## src/rtl/riscv_pkg.sv

```systemverilog
// Shared RV32 constants and types for the EX-stage multiplier.
package riscv_pkg;

    localparam int XLEN  = 32;
    localparam int CNT_W = 5;

    localparam logic [2:0] F3_MUL    = 3'b000;
    localparam logic [2:0] F3_MULH   = 3'b001;
    localparam logic [2:0] F3_MULHSU = 3'b010;
    localparam logic [2:0] F3_MULHU  = 3'b011;

    typedef enum logic [1:0] {
        IDLE = 2'd0,
        BUSY = 2'd1,
        DONE = 2'd2
    } mul_state_t;

endpackage

```

## src/rtl/mul_sign_fix.sv

```systemverilog
// Operand magnitude/sign decode at start, and sign-correct + slice of the 64-bit product.
// Latency: combinational. Backpressure: none.
module mul_sign_fix
    import riscv_pkg::*;
(
    input  logic [2:0]        funct3_i,
    input  logic [XLEN-1:0]   src_a_i,
    input  logic [XLEN-1:0]   src_b_i,
    output logic [XLEN-1:0]   mag_a_o,
    output logic [XLEN-1:0]   mag_b_o,
    output logic              neg_o,
    input  logic [2:0]        res_funct3_i,
    input  logic              res_neg_i,
    input  logic [2*XLEN-1:0] prod_i,
    output logic [XLEN-1:0]   result_o
);

    logic              a_sgn;
    logic              b_sgn;
    logic [2*XLEN-1:0] prod_fix;

    always_comb begin
        a_sgn   = ((funct3_i == F3_MULH) || (funct3_i == F3_MULHSU)) && src_a_i[XLEN-1];
        b_sgn   = (funct3_i == F3_MULH) && src_b_i[XLEN-1];
        // 0x80000000 negates to itself, which is the correct unsigned magnitude
        mag_a_o = a_sgn ? (~src_a_i + 1'b1) : src_a_i;
        mag_b_o = b_sgn ? (~src_b_i + 1'b1) : src_b_i;
        neg_o   = a_sgn ^ b_sgn;

        prod_fix = res_neg_i ? (~prod_i + 1'b1) : prod_i;
        if ((res_funct3_i == F3_MULH) || (res_funct3_i == F3_MULHSU) || (res_funct3_i == F3_MULHU))
            result_o = prod_fix[2*XLEN-1:XLEN];
        else
            result_o = prod_fix[XLEN-1:0];
    end

endmodule

```

## src/rtl/mul_unit_ex.sv

```systemverilog
// Iterative radix-2 shift-add RV32M multiplier in EX; result registered on BUSY->DONE.
// Latency: 33 stall cycles, mul_doneE one cycle later; stall_mulE holds the pipeline meanwhile.
module mul_unit_ex
    import riscv_pkg::*;
(
    input  logic            clk,
    input  logic            reset,
    input  logic            startE,
    input  logic            flushE,
    input  logic [2:0]      funct3E,
    input  logic [XLEN-1:0] SrcAE,
    input  logic [XLEN-1:0] SrcBE,
    output logic [XLEN-1:0] multiplier_resultE,
    output logic            mul_doneE,
    output logic            stall_mulE,
    output logic            busyE
);

    mul_state_t        state_q;
    logic [CNT_W-1:0]  cnt_q;
    logic [XLEN-1:0]   mcand_q;
    logic [XLEN-1:0]   mplier_q;
    logic [2*XLEN-1:0] acc_q;
    logic [2*XLEN-1:0] acc_d;
    logic              neg_q;
    logic [2:0]        f3_q;
    logic [XLEN-1:0]   result_q;
    logic              done_q;
    logic              busy_q;

    logic [XLEN-1:0]   mag_a;
    logic [XLEN-1:0]   mag_b;
    logic              neg;
    logic [XLEN-1:0]   fix_result;

    mul_sign_fix u_sign_fix (
        .funct3_i     (funct3E),
        .src_a_i      (SrcAE),
        .src_b_i      (SrcBE),
        .mag_a_o      (mag_a),
        .mag_b_o      (mag_b),
        .neg_o        (neg),
        .res_funct3_i (f3_q),
        .res_neg_i    (neg_q),
        .prod_i       (acc_d),
        .result_o     (fix_result)
    );

    always_comb begin
        acc_d = acc_q;
        if (mplier_q[0])
            acc_d = acc_q + ({{XLEN{1'b0}}, mcand_q} << cnt_q);
    end

    always_ff @(posedge clk) begin
        if (reset) begin
            state_q  <= IDLE;
            cnt_q    <= '0;
            mcand_q  <= '0;
            mplier_q <= '0;
            acc_q    <= '0;
            neg_q    <= 1'b0;
            f3_q     <= '0;
            result_q <= '0;
            done_q   <= 1'b0;
            busy_q   <= 1'b0;
        end else begin
            case (state_q)
                IDLE: begin
                    if (startE && !flushE) begin
                        mcand_q  <= mag_a;
                        mplier_q <= mag_b;
                        neg_q    <= neg;
                        f3_q     <= funct3E;
                        acc_q    <= '0;
                        cnt_q    <= '0;
                        busy_q   <= 1'b1;
                        state_q  <= BUSY;
                    end
                end
                BUSY: begin
                    if (flushE) begin
                        busy_q  <= 1'b0;
                        state_q <= IDLE;
                    end else begin
                        acc_q    <= acc_d;
                        mplier_q <= mplier_q >> 1;
                        cnt_q    <= cnt_q + 1'b1;
                        if (cnt_q == CNT_W'(XLEN - 1)) begin
                            result_q <= fix_result;
                            done_q   <= 1'b1;
                            busy_q   <= 1'b0;
                            state_q  <= DONE;
                        end
                    end
                end
                DONE: begin
                    // the instruction that produced this result is still in EX; never restart on it
                    done_q  <= 1'b0;
                    state_q <= IDLE;
                end
                default: begin
                    done_q  <= 1'b0;
                    busy_q  <= 1'b0;
                    state_q <= IDLE;
                end
            endcase
        end
    end

    assign stall_mulE         = ((state_q == IDLE) && startE && !flushE) || (state_q == BUSY);
    assign busyE              = busy_q;
    assign mul_doneE          = done_q;
    assign multiplier_resultE = result_q;

endmodule

```

## config.mk

```make
export PLATFORM = sky130hd
export DESIGN_NAME = mul_unit_ex
export DESIGN_NICKNAME = d
export VERILOG_FILES = /design/src/rtl/riscv_pkg.sv /design/src/rtl/mul_sign_fix.sv /design/src/rtl/mul_unit_ex.sv
export SDC_FILE = /design/constraint.sdc
export NUM_CORES = 1
export LEC_CHECK = 0
export CORE_MARGIN = 2
export CORE_UTILIZATION = 30
export CTS_CLUSTER_SIZE = 25
export DETAILED_ROUTE_END_ITERATION = 10
export PLACE_DENSITY = 0.6
export SLEW_MARGIN = 30
export SYNTH_ARGS = -nofsm -noshare
export SYNTH_HDL_FRONTEND = slang
export SYNTH_SLANG_ARGS = --single-unit
```

## constraint.sdc

```tcl
create_clock -name clk -period 6.5 [get_ports clk]
set_input_delay 0.65 -clock clk [delete_from_list [all_inputs] [get_ports clk]]
set_output_delay 0.65 -clock clk [all_outputs]
set_load 0.03 [all_outputs]
```

==> results.py, run 1 <==
metrics = {
    "run_status": {
        "run_status": "finished, final reports clean",
    },
    "logic_synthesis": {
        "ys_warn_count": 0,
        "ys_top_cells_by_area": "dfxtp_1 20%, nor2_1 8.5%, a21oi_1 5.8%",
        "async_flop_share": 0,
        "netlist_top_cells_count": "391 x nor2_1, 225 x nand2_1, 199 x a21oi_1, 173 x dfxtp_1, 155 x o21ai_0",
        "synth-main-ff-cell": "dfxtp_1",
        "ys_ff_latch": 173,
        "yosysTopAreaCell": "dfxtp_1",
        "synth.most_common_cell": "nor2_1",
        "syn_nets": 2586,
        "synth_area_per_cell_um2": 7.049,
        "netlist_area_um2": 17240,
        "ys_types": 97,
        "synth_edf_count": 0,
        "synthCells": 2446,
        "seq_area_frac_synth": 0.2009,
        "synth_top_cell_area_share": 0.2009,
    },
    "layout": {
        "fin_area_um2": 21400,
        "finalNetCount": 2807,
        "drive_above_1_share": 0.1623,
        "antenna_cells": 0,
        "post-route-util": 0.3781,
        "area_growth_pct": 24.11,
    },
    "sta": {
        "finalWorstSetupSlack_ns": 0.1038,
        "skew_ns": 0.02653,
        "hold_violations": 0,
        "setup_viol_count_final": 0,
        "tightestPinTransition_ns": 0.9435,
        "final.min_clock_period_ns": 6.396,
        "fmax_mhz": 156.3,
        "post-route-period-util": 0.9840,
        "final.setup.tns_ns": 0,
        "drv_slew": 0,
        "max_slew_margin": 0.3695,
    },
    "critical_path": {
        "critPathMaxFanout": 24,
        "crit_start": "cnt_q[1]$_SDFFE_PP0P_",
        "rr_worst_depth": 22,
        "r2r_start": "cnt_q[1]$_SDFFE_PP0P_",
        "start_kind": "register",
        "cp-end-kind": "register",
        "reg2reg_slack_ns": 0.10,
        "cp.arrival_ns": 6.75,
        "rr_endpoint": "multiplier_resultE[25]$_SDFFE_PP0P_",
        "worstPathRequired_ns": 6.85,
        "critPathKind": "register to register",
    },
    "clock_network": {
        "cts_buffers": 17,
        "cts_tree": "yes",
        "clockRootBuffer": "clkbuf_16",
        "cts_buffer_depth": 2,
        "worst_skew_pair.late_latency_ns": 0.47,
        "cts_hold_buf": 0,
        "clk_pin_slew_ns": 0.08,
        "clock_sinks": 173,
        "htreeDepth": 4,
    },
    "global_routing": {
        "overflow": 0,
        "grt_pass1_wl_um": 118600,
        "antenna_found_initial": 3,
        "grt_use_total": 0.2589,
        "grt_max_degree": 88,
        "grt_pass1_vias": 19080,
    },
    "floorplanning": {
        "die_area_um2": 59410,
        "rows": 87,
        "die_x_um": 243.7,
        "io-pin-count": 106,
        "die_h_um": 243.7,
        "design.core.area_um2": 56600,
        "initial_utilization": 0.3046,
    },
    "min_path": {
        "min_from": "f3_q[0]$_SDFFE_PP0P_",
        "worstHoldEndpoint": "f3_q[0]$_SDFFE_PP0P_",
        "hold_path_depth": 2,
        "min_path_type": "register to register",
    },
    "routing": {
        "dr.pass1.iters": 6,
        "drc_errors": 0,
        "drt_iter0_drc": 2381,
        "vias": 20590,
        "drt-wirelength-per-cell_um": 23.18,
        "wl_um": 79640,
        "ant_nets": 0,
        "viasPerCell": 5.992,
    },
    "placement": {
        "dpl_worst_slack_ns": -0.1219,
        "gp_congestion": 1.039,
        "io_buffers": 105,
        "placed_cell_area_um2": 20630,
        "place_hpwl_um": 63820,
    },
    "run": {
        "drv_cap": 0,
    },
    "power_and_ir_drop": {
        "p_per_area_nw_per_um2": 139.7,
        "max-vdd-ir-drop_v": 0.0001961,
        "p_leak_nw": 8.191,
    },
}
## repair_timing
item | CTS | global route
cloned | 0 | 1
gates resized for setup | 5 | 48
endpoints found under the setup margin | 4 | 27
setup buffers | 0 | 4
pin swaps | 0 | 5
## through the flow
step	hold WS [ns]	power, mW	std cells
finish	0.4638	2.990	3436
global route	0.4879	3.110	3436
CTS	0.4614	2.982	3430
detailed placement	0.4495	1.963	3398
global placement	0.4379	1.953	3398
floorplan	0.4313	1.633	2446
## cell families (layout without fill, tap and decap cells)
kind of cell / count (synthesis) / after routing / synth area share
buffers and inverters: 214 / 448 / 0.04912
AND/OR/NAND/NOR: 1002 / 1002 / 0.2739
XOR/XNOR: 92 / 92 / 0.04673
multiplexers: 111 / 111 / 0.07880
flip-flops: 173 / 173 / 0.2009
adder cells (fa/ha/maj): 69 / 69 / 0.05050
AO/OA/AOI/OAI: 785 / 785 / 0.3001
## layout by cell type, fill, tap and decap left out, drive strengths merged, types with 18 or more instances in the layout
cell type        n
nor2           391
buf            279
nand2          225
a21oi          201
dfxtp          173
o21ai          168
clkdlybuf4s50  104
a211oi          82
nor3            72
ha              68
mux2i           66
nand3           54
nand4           52
xnor2           49
a22oi           45
xor2            43
or3             40
inv             40
a31oi           33
mux2            28
a21o            26
o31ai           26
nor4            26
o211ai          22
o22ai           21
and3            20
or4             20
clkbuf          20
nor2b           18
or2             18
## how the worst max path moves through the flow
stage	end	slack (ns)
final	multiplier_resultE[25]$_SDFFE_PP0P_	0.10
after global routing	multiplier_resultE[29]$_SDFFE_PP0P_	-0.02
after CTS	multiplier_resultE[13]$_SDFFE_PP0P_	0.06
after detailed placement	multiplier_resultE[13]$_SDFFE_PP0P_	-0.12
after global placement	multiplier_resultE[13]$_SDFFE_PP0P_	-0.20
after floorplan	multiplier_resultE[31]$_SDFFE_PP0P_	0.19
## layer usage
metal	up-vias	wire (um)	global-route usage
li1	9590	-	-
met1	9815	33090	0.3364
met2	1005	36560	0.4281
met3	172	6720	0.04428
met4	6	3225	0.09577
met5	-	38	0
## registers in the layout (all words and copies together), names as in the netlist
signal,flops
acc_q,64
f3_q,3
mul_doneE,1
busyE,1
multiplier_resultE,32
mcand_q,32
neg_q,1
mplier_q,32
state_q,2
cnt_q,5
## power breakdown
part | total (mW) | leakage (nW) | internal, mW | switching [mW]
clock network | 1.01 | 0.274 | 0.506 | 0.508
logic | 0.847 | 6.51 | 0.333 | 0.514
registers | 1.13 | 1.41 | 1.09 | 0.0382
total | 2.99 | 8.19 | 1.93 | 1.06
## final cells by class
| cell class | instances | area [um2] |
|---|---|---|
| fill | 6001 | 35210 |
| multi-input combinational | 2059 | 13120 |
| timing repair buffer | 384 | 3189 |
| tap | 756 | 945.9 |
| clock buffer | 19 | 432.9 |
| sequential | 173 | 3473 |
| inverter | 32 | 120.1 |
| clock inverter | 13 | 117.6 |
## critical path, cell delays in order, from the launching register on
cell and delay, ns:
dfxtp_2 0.41, buf_12 0.19, buf_4 0.21, mux4_2 0.33, mux2_2 0.30, o21ai_0 0.31, nor2_1 0.11, ha_1 0.34
buf_4 0.17, nand4_1 0.14, inv_1 0.10, a221oi_2 0.53, a2111o_1 0.32, buf_4 0.15, a211o_1 0.14, nand3_1 0.12
or4bb_1 0.51, or4_4 0.45, buf_4 0.18, nor4_4 0.44, nand3_1 0.21, mux2_2 0.33, a32o_1 0.25
No activity file was read; power rests on OpenSTA's default activity.
==> inputs of run 2 (changes only) <==
REMOVE_ABC_BUFFERS = 1   (was not set)
==> results.py, run 2 (synthesis gave the netlist of run 1 again) <==
metrics = {
    "placement": {
        "dp_cells": 3450,
        "gp_congestion": 1.010,
        "place_hpwl_um": 63050,
        "io_buffers": 105,
    },
    "critical_path": {
        "worstPathRequired_ns": 6.86,
        "cp_slowest_stage_delay_ns": 0.53,
        "crit_chain": "buf_12, mux4_2, mux2_2, o21ai_0, nor2_1, ha_1, nand2_1, nor3_1, o211ai_1, buf_4, o211ai_4, a21boi_0, or3_1, or3b_1, or4_1, buf_4, or2_2, o31ai_2, mux2i_1, a211oi_1",
        "cp.arrival_ns": 6.68,
        "slowest_stage": "mux4_2",
        "cp_common_cell": "buf_4",
        "critPathMaxFanout": 17,
        "reg2reg_slack_ns": 0.18,
        "start_kind": "register",
        "cp-end-kind": "register",
        "critPathKind": "register to register",
    },
    "clock_network": {
        "cts_tree": "yes",
        "clk_pin_slew_ns": 0.07,
        "worst_skew_pair.late_latency_ns": 0.50,
        "clockRootBuffer": "clkbuf_16",
        "clock_sinks": 173,
        "htreeDepth": 4,
        "cts_buffers": 17,
        "cts_buffer_depth": 2,
    },
    "power_and_ir_drop": {
        "max-vdd-ir-drop_v": 0.0002180,
        "p_leak_nw": 8.439,
        "p_int_mw": 2.022,
        "power.total_mw": 3.089,
        "p_per_area_nw_per_um2": 142.2,
        "p_clk_frac": 0.349,
        "power_frac_seq": 0.364,
        "p_sw_mw": 1.067,
        "p_sw_frac": 0.3453,
        "combPwrFrac": 0.287,
    },
    "layout": {
        "largest_reg_flops": 64,
        "area_growth_pct": 26.00,
        "top_register": "acc_q",
        "drive_above_1_share": 0.1738,
        "final_cell_mix": "388 x nor2_1, 322 x buf_4, 225 x nand2_1",
        "antenna_cells": 0,
        "finalNetCount": 2854,
        "fin_cells": 3483,
        "mostFrequentLayoutCell": "nor2_1",
    },
    "routing": {
        "wl_um": 77370,
        "drt_iter0_drc": 2091,
        "ant_nets": 0,
        "viasPerCell": 5.824,
        "vias": 20280,
        "drc_errors": 0,
        "dr.pass1.iters": 6,
        "drt-wirelength-per-cell_um": 22.21,
    },
    "sta": {
        "holdWs_ns": 0.4567,
        "hold_violations": 0,
        "fmax_mhz": 158.2,
        "tightestPinTransition_ns": 0.9318,
        "max_slew_margin": 0.3722,
        "final.min_clock_period_ns": 6.321,
        "setup_viol_count_final": 0,
        "drv_slew": 0,
        "post-route-period-util": 0.9725,
        "rsz0062_at_grt": "no",
        "skew_ns": 0.01670,
    },
    "global_routing": {
        "grt_pass1_wl_um": 116700,
        "overflow": 0,
        "grt_use_total": 0.2553,
        "grt_max_degree": 113,
        "grt_pass1_vias": 19090,
        "antenna_found_initial": 3,
    },
    "floorplanning": {
        "design.core.area_um2": 56600,
        "die_h_um": 243.7,
        "io-pin-count": 106,
        "die_x_um": 243.7,
        "rows": 87,
        "die_area_um2": 59410,
        "initial_utilization": 0.3046,
    },
    "run": {
        "drv_cap": 0,
    },
    "min_path": {
        "min_path_type": "register to register",
    },
    "run_status": {
        "run_status": "finished, final reports clean",
    },
}
==> run 2: cell count changes in the layout (fill, tap and decap cells not counted), sizes merged <==
cell | previous run | this run
inv | 40 | 36
bufinv | 0 | 2
clkinv | 5 | 6
clkinvlp | 0 | 2
buf | 279 | 327
clkbuf | 20 | 18
==> run 2: routing by layer <==
metal  up-vias  global-route usage  part of all wire
li1       9656                   -                 -
met1      9616              0.3541              0.45
met2       862              0.3912              0.43
met3       150             0.03911             0.075
met4         0              0.1078             0.041
met5         -                   0                 0
==> run 2: final timing paths <==
path                       startpoint                                  end  depth (start not counted)
min reg2reg  mplier_q[1]$_SDFFE_PP0P_             mplier_q[1]$_SDFFE_PP0P_                          2
min          mplier_q[1]$_SDFFE_PP0P_             mplier_q[1]$_SDFFE_PP0P_                          2
max reg2reg     cnt_q[0]$_SDFFE_PP0P_  multiplier_resultE[13]$_SDFFE_PP0P_                         20
max             cnt_q[0]$_SDFFE_PP0P_  multiplier_resultE[13]$_SDFFE_PP0P_                         20
==> run 2: through the flow <==
stage          area [um2]  worst slack [ns]  TNS, ns    util
3_3_place_gp        21040           -0.1437  -0.2660  0.3717
5_1_grt             21730           0.01661        0  0.3838
3_5_place_dp        21040           -0.1361  -0.2921  0.3717
6_report            21730            0.1788        0  0.3838
4_1_cts             21640           0.01405        0  0.3822
2_1_floorplan       16520            -6.868  -632.55       -
==> run 2: layout make-up <==
cell class,count,area [um2]
inverter,32,120.1
multi-input combinational,2059,13060
clock inverter,14,156.4
sequential,173,3473
tap,756,945.9
clock buffer,18,429.2
fill,6024,34880
timing repair buffer,431,3541
==> run 2: power by group through the flow <==
stage                     Clock [mW]  Sequential, mW  Combinational, mW
after detailed placement           0            1.15              0.862
after global routing            1.13            1.13              0.950
after global placement             0            1.15              0.853
after CTS                       1.10            1.12              0.868
final                           1.08            1.12              0.888
after floorplan                    0            1.15              0.449
==> run 2: critical path, delay by kind of cell, from the launching register on <==
family,cells,cell delay (ns)
and+or+nand+nor,7,2.32
AOI/OAI and AO/OA,6,1.34
muxes,3,1.18
buffers and inverters,3,0.59
DFF,1,0.38
adders and majority gates,1,0.36
==> run 2: timing repair <==
item,4_1_cts,5_1_grt
setup buffers,0,0
hold buffers,0,0
pin swaps,0,0
resized for setup,6,33
setup endpoints to repair,6,21
